[src/rtl/mips_pkg.sv]
// mips_pkg: load-type and write-back select codes shared by the MIPS pipeline stages
package mips_pkg;
    localparam logic [2:0] LOAD_NONE = 3'd0;
    localparam logic [2:0] LOAD_LB   = 3'd1;
    localparam logic [2:0] LOAD_LBU  = 3'd2;
    localparam logic [2:0] LOAD_LH   = 3'd3;
    localparam logic [2:0] LOAD_LHU  = 3'd4;
    localparam logic [2:0] LOAD_LW   = 3'd5;
    localparam logic [1:0] WB_ALU    = 2'b00;
    localparam logic [1:0] WB_MEM    = 2'b01;
    localparam logic [1:0] WB_LINK   = 2'b10;
    localparam logic [1:0] WB_LUI    = 2'b11;
endpackage

[src/rtl/load_extender.sv]
// load_extender: little-endian sub-word extraction, sign/zero extension and misalignment detection
module load_extender
    import mips_pkg::*;
#(
    parameter int NBITS = 32
) (
    input  logic [NBITS-1:0] i_rdata,
    input  logic [1:0]       i_addr_low,
    input  logic [2:0]       i_load_type,
    output logic [NBITS-1:0] o_data,
    output logic             o_misaligned
);
    logic [7:0]  w_byte;
    logic [15:0] w_half;
    logic        w_is_half;
    assign w_byte    = i_rdata[{i_addr_low, 3'b000} +: 8];
    assign w_half    = i_addr_low[1] ? i_rdata[31:16] : i_rdata[15:0];
    assign w_is_half = (i_load_type == LOAD_LH) || (i_load_type == LOAD_LHU);
    assign o_misaligned = (w_is_half && i_addr_low[0]) ||
                          ((i_load_type == LOAD_LW) && (i_addr_low != 2'b00));
    always_comb begin
        o_data = (i_load_type == LOAD_LB)  ? {{(NBITS-8){w_byte[7]}}, w_byte} :
                 (i_load_type == LOAD_LBU) ? {{(NBITS-8){1'b0}}, w_byte} :
                 (i_load_type == LOAD_LH)  ? {{(NBITS-16){w_half[15]}}, w_half} :
                 (i_load_type == LOAD_LHU) ? {{(NBITS-16){1'b0}}, w_half} :
                 i_rdata;
    end
endmodule

[src/rtl/mem_wb_stage.sv]
// mem_wb_stage: MEM/WB pipeline register feeding the 4-input write-back mux, with retire counter
module mem_wb_stage
    import mips_pkg::*;
#(
    parameter int NBITS     = 32,
    parameter int NREG_BITS = 5,
    parameter int CNT_BITS  = 32
) (
    input  logic                 i_clk,
    input  logic                 i_reset,
    input  logic                 i_stall,
    input  logic                 i_flush,
    input  logic                 i_valid,
    input  logic [NBITS-1:0]     i_alu_result,
    input  logic [NBITS-1:0]     i_mem_rdata,
    input  logic [1:0]           i_addr_low,
    input  logic [2:0]           i_load_type,
    input  logic [NBITS-1:0]     i_link_addr,
    input  logic [NBITS-1:0]     i_upper_imm,
    input  logic [1:0]           i_wb_sel,
    input  logic                 i_reg_write,
    input  logic [NREG_BITS-1:0] i_rd,
    output logic [NBITS-1:0]     o_alu,
    output logic [NBITS-1:0]     o_mem,
    output logic [NBITS-1:0]     o_link,
    output logic [NBITS-1:0]     o_upper,
    output logic [1:0]           o_wb_sel,
    output logic                 o_reg_write,
    output logic [NREG_BITS-1:0] o_rd,
    output logic                 o_valid,
    output logic                 o_misaligned,
    output logic [CNT_BITS-1:0]  o_retired
);
    logic [NBITS-1:0]     w_ext;
    logic                 w_mis_raw;
    logic                 w_mis;
    logic                 w_we;
    logic [NBITS-1:0]     r_alu;
    logic [NBITS-1:0]     r_mem;
    logic [NBITS-1:0]     r_link;
    logic [NBITS-1:0]     r_upper;
    logic [1:0]           r_wb_sel;
    logic                 r_reg_write;
    logic [NREG_BITS-1:0] r_rd;
    logic                 r_valid;
    logic                 r_misaligned;
    logic [CNT_BITS-1:0]  r_retired;
    load_extender #(.NBITS(NBITS)) u_ext (
        .i_rdata      (i_mem_rdata),
        .i_addr_low   (i_addr_low),
        .i_load_type  (i_load_type),
        .o_data       (w_ext),
        .o_misaligned (w_mis_raw)
    );
    // A bubble never raises the misaligned flag; writes to $zero are dropped here.
    assign w_mis = i_valid & w_mis_raw;
    assign w_we  = i_reg_write & i_valid & ~w_mis & (i_rd != '0);
    always_ff @(posedge i_clk) begin
        if (!i_reset) begin
            r_alu        <= '0;
            r_mem        <= '0;
            r_link       <= '0;
            r_upper      <= '0;
            r_wb_sel     <= '0;
            r_reg_write  <= 1'b0;
            r_rd         <= '0;
            r_valid      <= 1'b0;
            r_misaligned <= 1'b0;
            r_retired    <= '0;
        end else if (i_flush) begin
            r_alu        <= '0;
            r_mem        <= '0;
            r_link       <= '0;
            r_upper      <= '0;
            r_wb_sel     <= '0;
            r_reg_write  <= 1'b0;
            r_rd         <= '0;
            r_valid      <= 1'b0;
            r_misaligned <= 1'b0;
        end else if (!i_stall) begin
            r_alu        <= i_alu_result;
            r_mem        <= w_ext;
            r_link       <= i_link_addr;
            r_upper      <= i_upper_imm;
            r_wb_sel     <= i_wb_sel;
            r_reg_write  <= w_we;
            r_rd         <= i_rd;
            r_valid      <= i_valid;
            r_misaligned <= w_mis;
            if (i_valid) r_retired <= r_retired + 1'b1;
        end
    end
    assign o_alu        = r_alu;
    assign o_mem        = r_mem;
    assign o_link       = r_link;
    assign o_upper      = r_upper;
    assign o_wb_sel     = r_wb_sel;
    assign o_reg_write  = r_reg_write;
    assign o_rd         = r_rd;
    assign o_valid      = r_valid;
    assign o_misaligned = r_misaligned;
    assign o_retired    = r_retired;
endmodule

[config.mk]
export PLATFORM = sky130hd
export DESIGN_NAME = mem_wb_stage
export DESIGN_NICKNAME = d
export VERILOG_FILES = /design/src/rtl/mips_pkg.sv /design/src/rtl/load_extender.sv /design/src/rtl/mem_wb_stage.sv
export SDC_FILE = /design/constraint.sdc
export NUM_CORES = 1
export LEC_CHECK = 0
export ABC_AREA = 1
export CELL_PAD_IN_SITES_DETAIL_PLACEMENT = 0
export CELL_PAD_IN_SITES_GLOBAL_PLACEMENT = 1
export CORE_UTILIZATION = 32
export DETAILED_ROUTE_END_ITERATION = 6
export PLACE_DENSITY_LB_ADDON = 0.1
export SETUP_SLACK_MARGIN = 0.5
export SKIP_LAST_GASP = 1
export SYNTH_ARGS = -nofsm -noshare
export SYNTH_HDL_FRONTEND = slang
export SYNTH_SLANG_ARGS = --single-unit
[constraint.sdc]
create_clock -name i_clk -period 3.7 [get_ports i_clk]
set_input_delay 1.11 -clock i_clk [delete_from_list [all_inputs] [get_ports i_clk]]
set_output_delay 1.11 -clock i_clk [all_outputs]
set_load 0.01 [all_outputs]
Word level (Yosys, flattened, before mapping)

Index checks and enable logic that the tools add are counted.
W data, S select, Z words.

Register bits: 170
Bits of input ports: 146

Add/subtract/negate cells: 1
Equality and inequality tests: 5
Shifts and indexed selects: 1
Multiplexer cells: 5
Bitwise logic cells: 8
Reduce and logical (&&, ||, !) cells: 8

Operators by type and width:

| kind                    | number |
|---|---|
| $mux W32                | 4 |
| $add A32 B1 Y32 const B | 1 |
| $shiftx A32 B6 Y8       | 1 |
| $mux W16                | 1 |
| $eq A3 B2 Y1 const B    | 2 |
| $eq A3 B3 Y1 const B    | 2 |
| $reduce_bool A5 Y1      | 1 |
| $and A1 B1 Y1           | 4 |
| $not A1 Y1              | 4 |
| $eq A3 B1 Y1 const B    | 1 |
| $reduce_and A3 Y1       | 1 |
| $logic_and A1 B1 Y1     | 2 |
| $logic_or A1 B1 Y1      | 2 |
| $reduce_bool A2 Y1      | 1 |
| $reduce_or A2 Y1        | 1 |

Depth between registers and ports, before layout

Gate-level depths: netlist of the first run.

Depth in word-level cells: 8
Gate-level depth with buffers: 11

Cells and area by module

From an unflattened synthesis of the first run, not the netlist that was laid out.

Cells, all modules: 1159
Area total of the unflattened synthesis: 7763.7 um^2

By module, submodules not included:

| module        | instances | cells an instance | area each (um^2) | seq. area each (um^2) |
|---|---|---|---|---|
| mem_wb_stage  | 1         | 900               | 6645.1           | 3403.3 |
| load_extender | 1         | 259               | 1118.6           | 0.0 |

Worst setup path before layout of the first run

OpenSTA, ideal clock, no wires.

Kind: input to register
From: in i_addr_low[0]
To: reg r_mem[10], in the netlist o_mem[10]
Arrival: 1.975 ns
Data required time: 3.560 ns
Setup slack: 1.586 ns
Cell stages on the path: 5
Path buffers: 1
Cells stage by stage: buf_4 o21ai_0 nand2_1 a21oi_1 a21oi_1

Word-level cells in the longest chain between the ends: 2

Ends and longest elaborated chain:

| item                 | line                | source |
|---|---|---|
| from (decl)          | mem_wb_stage.sv:16  | `input logic [1:0] i_addr_low,` |
| $shiftx A32 B6 Y8    | load_extender.sv:16 | `assign w_byte = i_rdata[{i_addr_low, 3'b000} +: 8];` |
| $mux W32             | load_extender.sv:22 | `o_data = (i_load_type == LOAD_LB) ? {{(NBITS-8){w_byte[7]}}, w_byte} :` |
| to (signal assigned) | mem_wb_stage.sv:82  | `r_mem <= w_ext;` |
| to (decl)            | mem_wb_stage.sv:39  | `logic [NBITS-1:0] r_mem;` |

Every way passes these cells.
A chain may end at the register's enable or synchronous reset.

Final worst setup path of the first run

From: reg r_retired[18], in the netlist o_retired[18]
To: out o_retired[18]

RTL lines:

| item                   | line               | source |
|---|---|---|
| from (decl)            | mem_wb_stage.sv:47 | `logic [CNT_BITS-1:0] r_retired;` |
| from (signal assigned) | mem_wb_stage.sv:90 | `if (i_valid) r_retired <= r_retired + 1'b1;` |
| to (decl)              | mem_wb_stage.sv:32 | `output logic [CNT_BITS-1:0] o_retired` |

No word-level cell between the ends.

==> results of run 1 <==
layout by cell type (no fill, tap or decap), types with 5 or more instances in the layout:
| master | n |
|---|---|
| nor2_4 | 8 |
| inv_1 | 60 |
| inv_8 | 6 |
| nand3_1 | 44 |
| o21ai_1 | 6 |
| clkdlybuf4s50_1 | 314 |
| dfxtp_1 | 170 |
| nand4_1 | 13 |
| o21ai_0 | 55 |
| clkbuf_16 | 17 |
| buf_4 | 10 |
| a21oi_1 | 159 |
| inv_2 | 5 |
| nand3_2 | 6 |
| nor2_1 | 119 |
| nand2_1 | 345 |
synthesized netlist by cell type (3+ instances only):
master    instances
nor2_4            8
nand3_2           6
nand3_4           3
xor2_1            4
inv_2             5
buf_6            13
o21ai_1           6
inv_1            61
o21ai_0          55
buf_4             3
a21oi_1         159
nand4_1          13
nor2_1          119
nand3_1          44
nand2_2           3
o211ai_1          4
nand2_1         345
dfxtp_1         170
clkbuf_1         33
buf_2             9
worst max-delay path by stage:
stage          slack (ns)             to          start
2_1_floorplan        1.59      o_mem[10]  i_addr_low[0]
3_3_place_gp         0.82      o_mem[10]  i_addr_low[0]
3_5_place_dp         0.76      o_mem[11]  i_addr_low[0]
4_1_cts              1.02  o_retired[18]  o_retired[18]
5_1_grt               1.0  o_retired[18]  o_retired[18]
6_report             1.05  o_retired[18]  o_retired[18]
power breakdown:
group	total (uW)	internal (uW)	switching, uW
Clock	1770	921	853
Combinational	600	305	295
Sequential	1910	1880	27.2
Total	4280	3110	1170
routing by layer:
metal	part of all wire, %	GRT usage (%)
met1	43	25.9
met2	47	35.4
met3	7.0	5.63
met4	2.7	9.43
met5	0	0
kinds of logic (layout without fill, tap and decap cells):
| group | Yosys count | count (layout) | synth area share (%) |
|---|---|---|---|
| adders and majority gates | 1 | 1 | 0.166 |
| buffers and inverters | 127 | 425 | 8.07 |
| AOI/OAI and AO/OA | 225 | 225 | 15.1 |
| and+or+nand+nor | 548 | 548 | 30.9 |
| xor gates and xnor gates | 4 | 4 | 0.466 |
| DFF | 170 | 170 | 45.3 |
| other | 0 | 1 | 0 |
layout make-up:
type	count	area [um^2]	share of cell area [%]
Antenna cell	1	2.50	0.0220
Clock buffer	18	439	3.86
Clock inverter	14	143	1.25
Inverter	68	267	2.34
Multi-Input combinational cell	778	3510	30.8
Sequential cell	170	3400	29.9
Tap cell	313	392	3.44
Timing Repair Buffer	325	3240	28.4
sequential cells by signal, indices dropped and copies added (netlist names):
register and count:
o_alu 32, o_link 32, o_mem 32, o_misaligned 1, o_rd 5, o_reg_write 1
o_retired 32, o_upper 32, o_valid 1, o_wb_sel 2
metrics by stage:
| step | hold slack [ns] | worst slack (ns) | area [um^2] | power (uW) | util (%) |
|---|---|---|---|---|---|
| finish | 0.463 | 1.05 | 11400 | 4280 | 49.9 |
| global route | 0.480 | 0.999 | 11400 | 4460 | 49.9 |
| CTS | 0.466 | 1.02 | 11400 | 4350 | 49.8 |
| detailed placement | 0.455 | 0.761 | 10800 | 2550 | 47.3 |
| global placement | 0.451 | 0.817 | 10800 | 2560 | 47.3 |
| floorplan | 0.487 | 1.59 | 7520 | 2220 | - |
==> results.json, run 1 <==
{
  "outcome": "finished, final reports clean",
  "yosysSeqAreaShare_pct": 45.3,
  "coreArea_mm2": 0.0228,
  "timing.final.crit_share_pct": 71.6,
  "tightest_slew_ns": 0.886,
  "power.leakage_uw": 0.00429,
  "async_flop_share_pct": 0,
  "setup_violations": 0,
  "synth_edf_count": 0,
  "whs_endpoint": "o_wb_sel[0]",
  "synth_ff_type": "dfxtp_1",
  "place_congestion": 0.822,
  "fmax_mhz": 378,
  "crit_fanout": 6,
  "cts_hold_buf": 0,
  "worst-path-stages": 1,
  "rrSetupSlack_ns": 2.15,
  "grt_pass1_wl_um": 40200,
  "place_hpwl_um": 18700,
  "critPathBufInv": 1,
  "ys.warnings.count": 0,
  "cp_slowest_cell": "clkdlybuf4s50_1",
  "power_per_cell_area_mw_per_mm2": 376,
  "cts_buffers": 17,
  "ys_types": 28,
  "post_cts_buffers": 0,
  "drive_gt1_share_pct": 5.46,
  "finalClockSkew_ns": 0.0134,
  "die_w_um": 155,
  "placed_cells": 1654,
  "max_cap_violations": 0,
  "syn_nets": 1222,
  "crit_type": "reg2out",
  "worstReg2RegEnd": "o_retired[20]",
  "ir_worst_vdd_mv": 0.261,
  "ys_ff_latch": 170,
  "io_pins": 316,
  "arrival_ns": 1.54,
  "r2r_start": "o_retired[1]",
  "start_kind": "register",
  "die_area_mm2": 0.0241,
  "routed_via_density": 4.65,
  "antenna_found_initial": 1,
  "drt_iter0_drc": 452,
  "finalNetCount": 1507,
  "min_period_ns": 2.65,
  "yosysTopAreaCell": "dfxtp_1",
  "area_delta_synth_final_pct": 51.5,
  "port_buffers": 315,
  "finalMaxSlewViolations": 0,
  "start_util_pct": 32.9,
  "syn_inst": 1075,
  "clk_pin_slew_ns": 0.07,
  "hold_start": "o_wb_sel[0]",
  "hold_path_class": "reg2reg",
  "vias": 7837,
  "hold_viol": 0,
  "die_h_um": 155,
  "clock_path_buffers": 2,
  "tns_ns": 0,
  "dr.pass1.iters": 5,
  "wl_um": 26000,
  "final_cells": 1687,
  "grt_max_degree": 107,
  "cts_root_buf": "clkbuf_16",
  "row_count": 55,
  "cts_resized": 0,
  "syn_area_mm2": 0.00752,
  "numClockSinks": 170,
  "synthTopCellsByArea": "dfxtp_1 45%, nand2_1 17%, a21oi_1 11%",
  "insertion_delay_ns": 0.42,
  "r2r_cells": 8,
  "grt_usage_pct": 21.3,
  "fillers": 2369,
  "yosysTopAreaCellShare_pct": 45.3,
  "avgSynthCellArea_um2": 6.99,
  "rsz0062_at_grt": "false",
  "antenna_left": 0,
  "remaining_drc_errors": 0,
  "crit_required_ns": 2.59,
  "max_stage_delay_ns": 0.60,
  "slew-limit-headroom_pct": 41.0,
  "cts_tree": "built",
  "cp_cell_sequence": "clkdlybuf4s50_1",
  "ctsHtreeMaxLevel": 4,
  "grt_pass1_vias": 7374,
  "grt_remaining_overflow": 0,
  "post_drt_wl_per_cell_um": 15.4,
  "min_path_cells": 2,
  "cpLargestDelayFamily": "buffers and inverters",
  "cp-end-kind": "output pin"
}
Note: power is estimated with default switching activity, not from simulation.
==> run 2, diff against run 1 <==
--- a/config.mk
+++ b/config.mk
@@ -8,7 +8,7 @@
 export ABC_AREA = 1
 export CELL_PAD_IN_SITES_DETAIL_PLACEMENT = 0
 export CELL_PAD_IN_SITES_GLOBAL_PLACEMENT = 1
-export CORE_UTILIZATION = 32
+export CORE_UTILIZATION = 26
 export DETAILED_ROUTE_END_ITERATION = 6
 export PLACE_DENSITY_LB_ADDON = 0.1
 export SETUP_SLACK_MARGIN = 0.5
==> constraint.sdc (replaced) <==
create_clock -name i_clk -period 2.38 [get_ports i_clk]
set_input_delay 0.714 -clock i_clk [delete_from_list [all_inputs] [get_ports i_clk]]
set_output_delay 0.714 -clock i_clk [all_outputs]
set_load 0.01 [all_outputs]
==> run 2 against run 1 <==
Critical path depth unchanged; combinational power is 54% higher; core utilization down 8.6 points; register-to-register slack worse by 1.3 ns; flip-flop and latch count unchanged; hold slack got worse by 0.0033 ns; clock skew decreased by 0.0042 ns; via count increased by 0.32%; clock-buffer cell count fell by 1.
==> results.json, run 2 (synthesis gave the netlist of run 1 again) <==
{
  "timing.final.crit_share_pct": 76.8,
  "io_pins": 316,
  "cts_buffers": 17,
  "row_count": 61,
  "slew-limit-headroom_pct": 68.0,
  "power.leakage_uw": 0.00525,
  "port_buffers": 315,
  "start_kind": "register",
  "cp_slowest_cell": "dfxtp_2",
  "numClockSinks": 170,
  "drive_gt1_share_pct": 8.74,
  "critPathBufInv": 1,
  "placed_area_mm2": 0.0111,
  "cpLargestDelayFamily": "flip-flops",
  "die_w_um": 172,
  "tightest_slew_ns": 0.479,
  "grt_pass1_wl_um": 41400,
  "ctsHtreeMaxLevel": 4,
  "grt_usage_pct": 18.3,
  "final_cells": 1774,
  "antenna_cells": 0,
  "placed_cells": 1739,
  "hold_viol": 0,
  "power_per_cell_area_mw_per_mm2": 575,
  "setup_violations": 0,
  "die_area_mm2": 0.0296,
  "routed_via_density": 4.43,
  "finalClockSkew_ns": 0.00920,
  "area_delta_synth_final_pct": 54.2,
  "grt_pass1_vias": 7264,
  "start_util_pct": 26.8,
  "antenna_found_initial": 1,
  "fmax_mhz": 547,
  "dr.pass1.iters": 5,
  "die_h_um": 172,
  "layout_common_cells": "345 x nand2_1, 167 x dlygate4sd2_1, 159 x a21oi_1",
  "arrival_ns": 1.11,
  "dpl_worst_slack_ns": -0.0180,
  "timing.hold.ws_ns": 0.460,
  "drt_iter0_drc": 359,
  "vias": 7862,
  "crit_type": "reg2out",
  "ir_worst_vdd_mv": 0.334,
  "place_congestion": 0.790,
  "cp-end-kind": "output pin",
  "finalInstanceArea_mm2": 0.0116,
  "antenna_left": 0,
  "clk_pin_slew_ns": 0.08,
  "post_drt_wl_per_cell_um": 15.6,
  "finalMaxSlewViolations": 0,
  "final_common_cell": "nand2_1",
  "grt_remaining_overflow": 0,
  "place_hpwl_um": 20000,
  "max_cap_violations": 0,
  "fillers": 3058,
  "cts_tree": "built",
  "crit_fanout": 5,
  "outcome": "finished, final reports clean",
  "hold_path_class": "reg2reg",
  "postLayoutSetupSlackWorst_ns": 0.552,
  "insertion_delay_ns": 0.43,
  "grt_max_degree": 111,
  "coreArea_mm2": 0.0281,
  "max_stage_delay_ns": 0.39,
  "clock_path_buffers": 2,
  "min_period_ns": 1.83,
  "rsz0062_at_grt": "false",
  "fin_util_pct": 41.3,
  "finalNetCount": 1531,
  "wl_um": 27700,
  "cts_root_buf": "clkbuf_16",
  "crit_required_ns": 1.67,
  "cp_cell_sequence": "dlygate4sd2_1",
  "remaining_drc_errors": 0
}
[run 2: what timing repair did]
action / CTS / global route
pin swaps: 0 / 2
setup buffers: 0 / 3
resized for setup: 195 / 20
hold buffers: 0 / 0
cloned: 1 / 0
endpoints found under the setup margin: 187 / 42
[run 2: area by class of cell]
type / instances / area, um^2 / share of cell area (%)
inverter: 68 / 270 / 2.33
sequential: 170 / 3440 / 29.7
timing repair inverter: 1 / 7.51 / 0.0648
clock inverter: 14 / 156 / 1.35
clock buffer: 17 / 425 / 3.67
timing repair buffer: 348 / 3290 / 28.4
multi-input combinational: 778 / 3530 / 30.4
tap: 378 / 473 / 4.08
[run 2: routing by layer]
| layer | share of wire (%) | vias up | GRT usage (%) |
|---|---|---|---|
| li1 | - | 4084 | - |
| met1 | 43 | 3532 | 22.4 |
| met2 | 48 | 226 | 30.9 |
| met3 | 7.7 | 18 | 5.33 |
| met4 | 1.2 | 2 | 5.54 |
| met5 | 0.043 | - | 0 |
[run 2: worst paths after layout]
path,slack (ns),from,end,cells past startpoint
setup / recovery,0.55,o_retired[10],o_retired[10],1
hold / removal,0.46,o_alu[7],o_alu[7],2
setup reg to reg,0.82,o_retired[1],o_retired[16],8
hold reg to reg,0.46,o_alu[7],o_alu[7],2
[run 2: power breakdown]
group / switching [uW] / internal [uW]
Combinational: 471 / 451
Sequential: 38.9 / 2920
Clock: 1380 / 1400
Total: 1890 / 4780
[run 2: metrics by stage]
stage | TNS (ns) | total power, uW
global placement | 0 | 4020
finish | 0 | 6670
global route | 0 | 7000
floorplan | 0 | 3450
CTS | 0 | 6800
detailed placement | -0.0822 | 4020
[run 2: worst register-to-register path: stages, from the launching register on]
cell and delay [ns]:
dfxtp_1 0.38, ha_1 0.19, inv_1 0.08, nor2_4 0.18
nand2_1 0.13, nor2_4 0.21, nand2_1 0.10, xor2_1 0.14
nor2_1 0.05
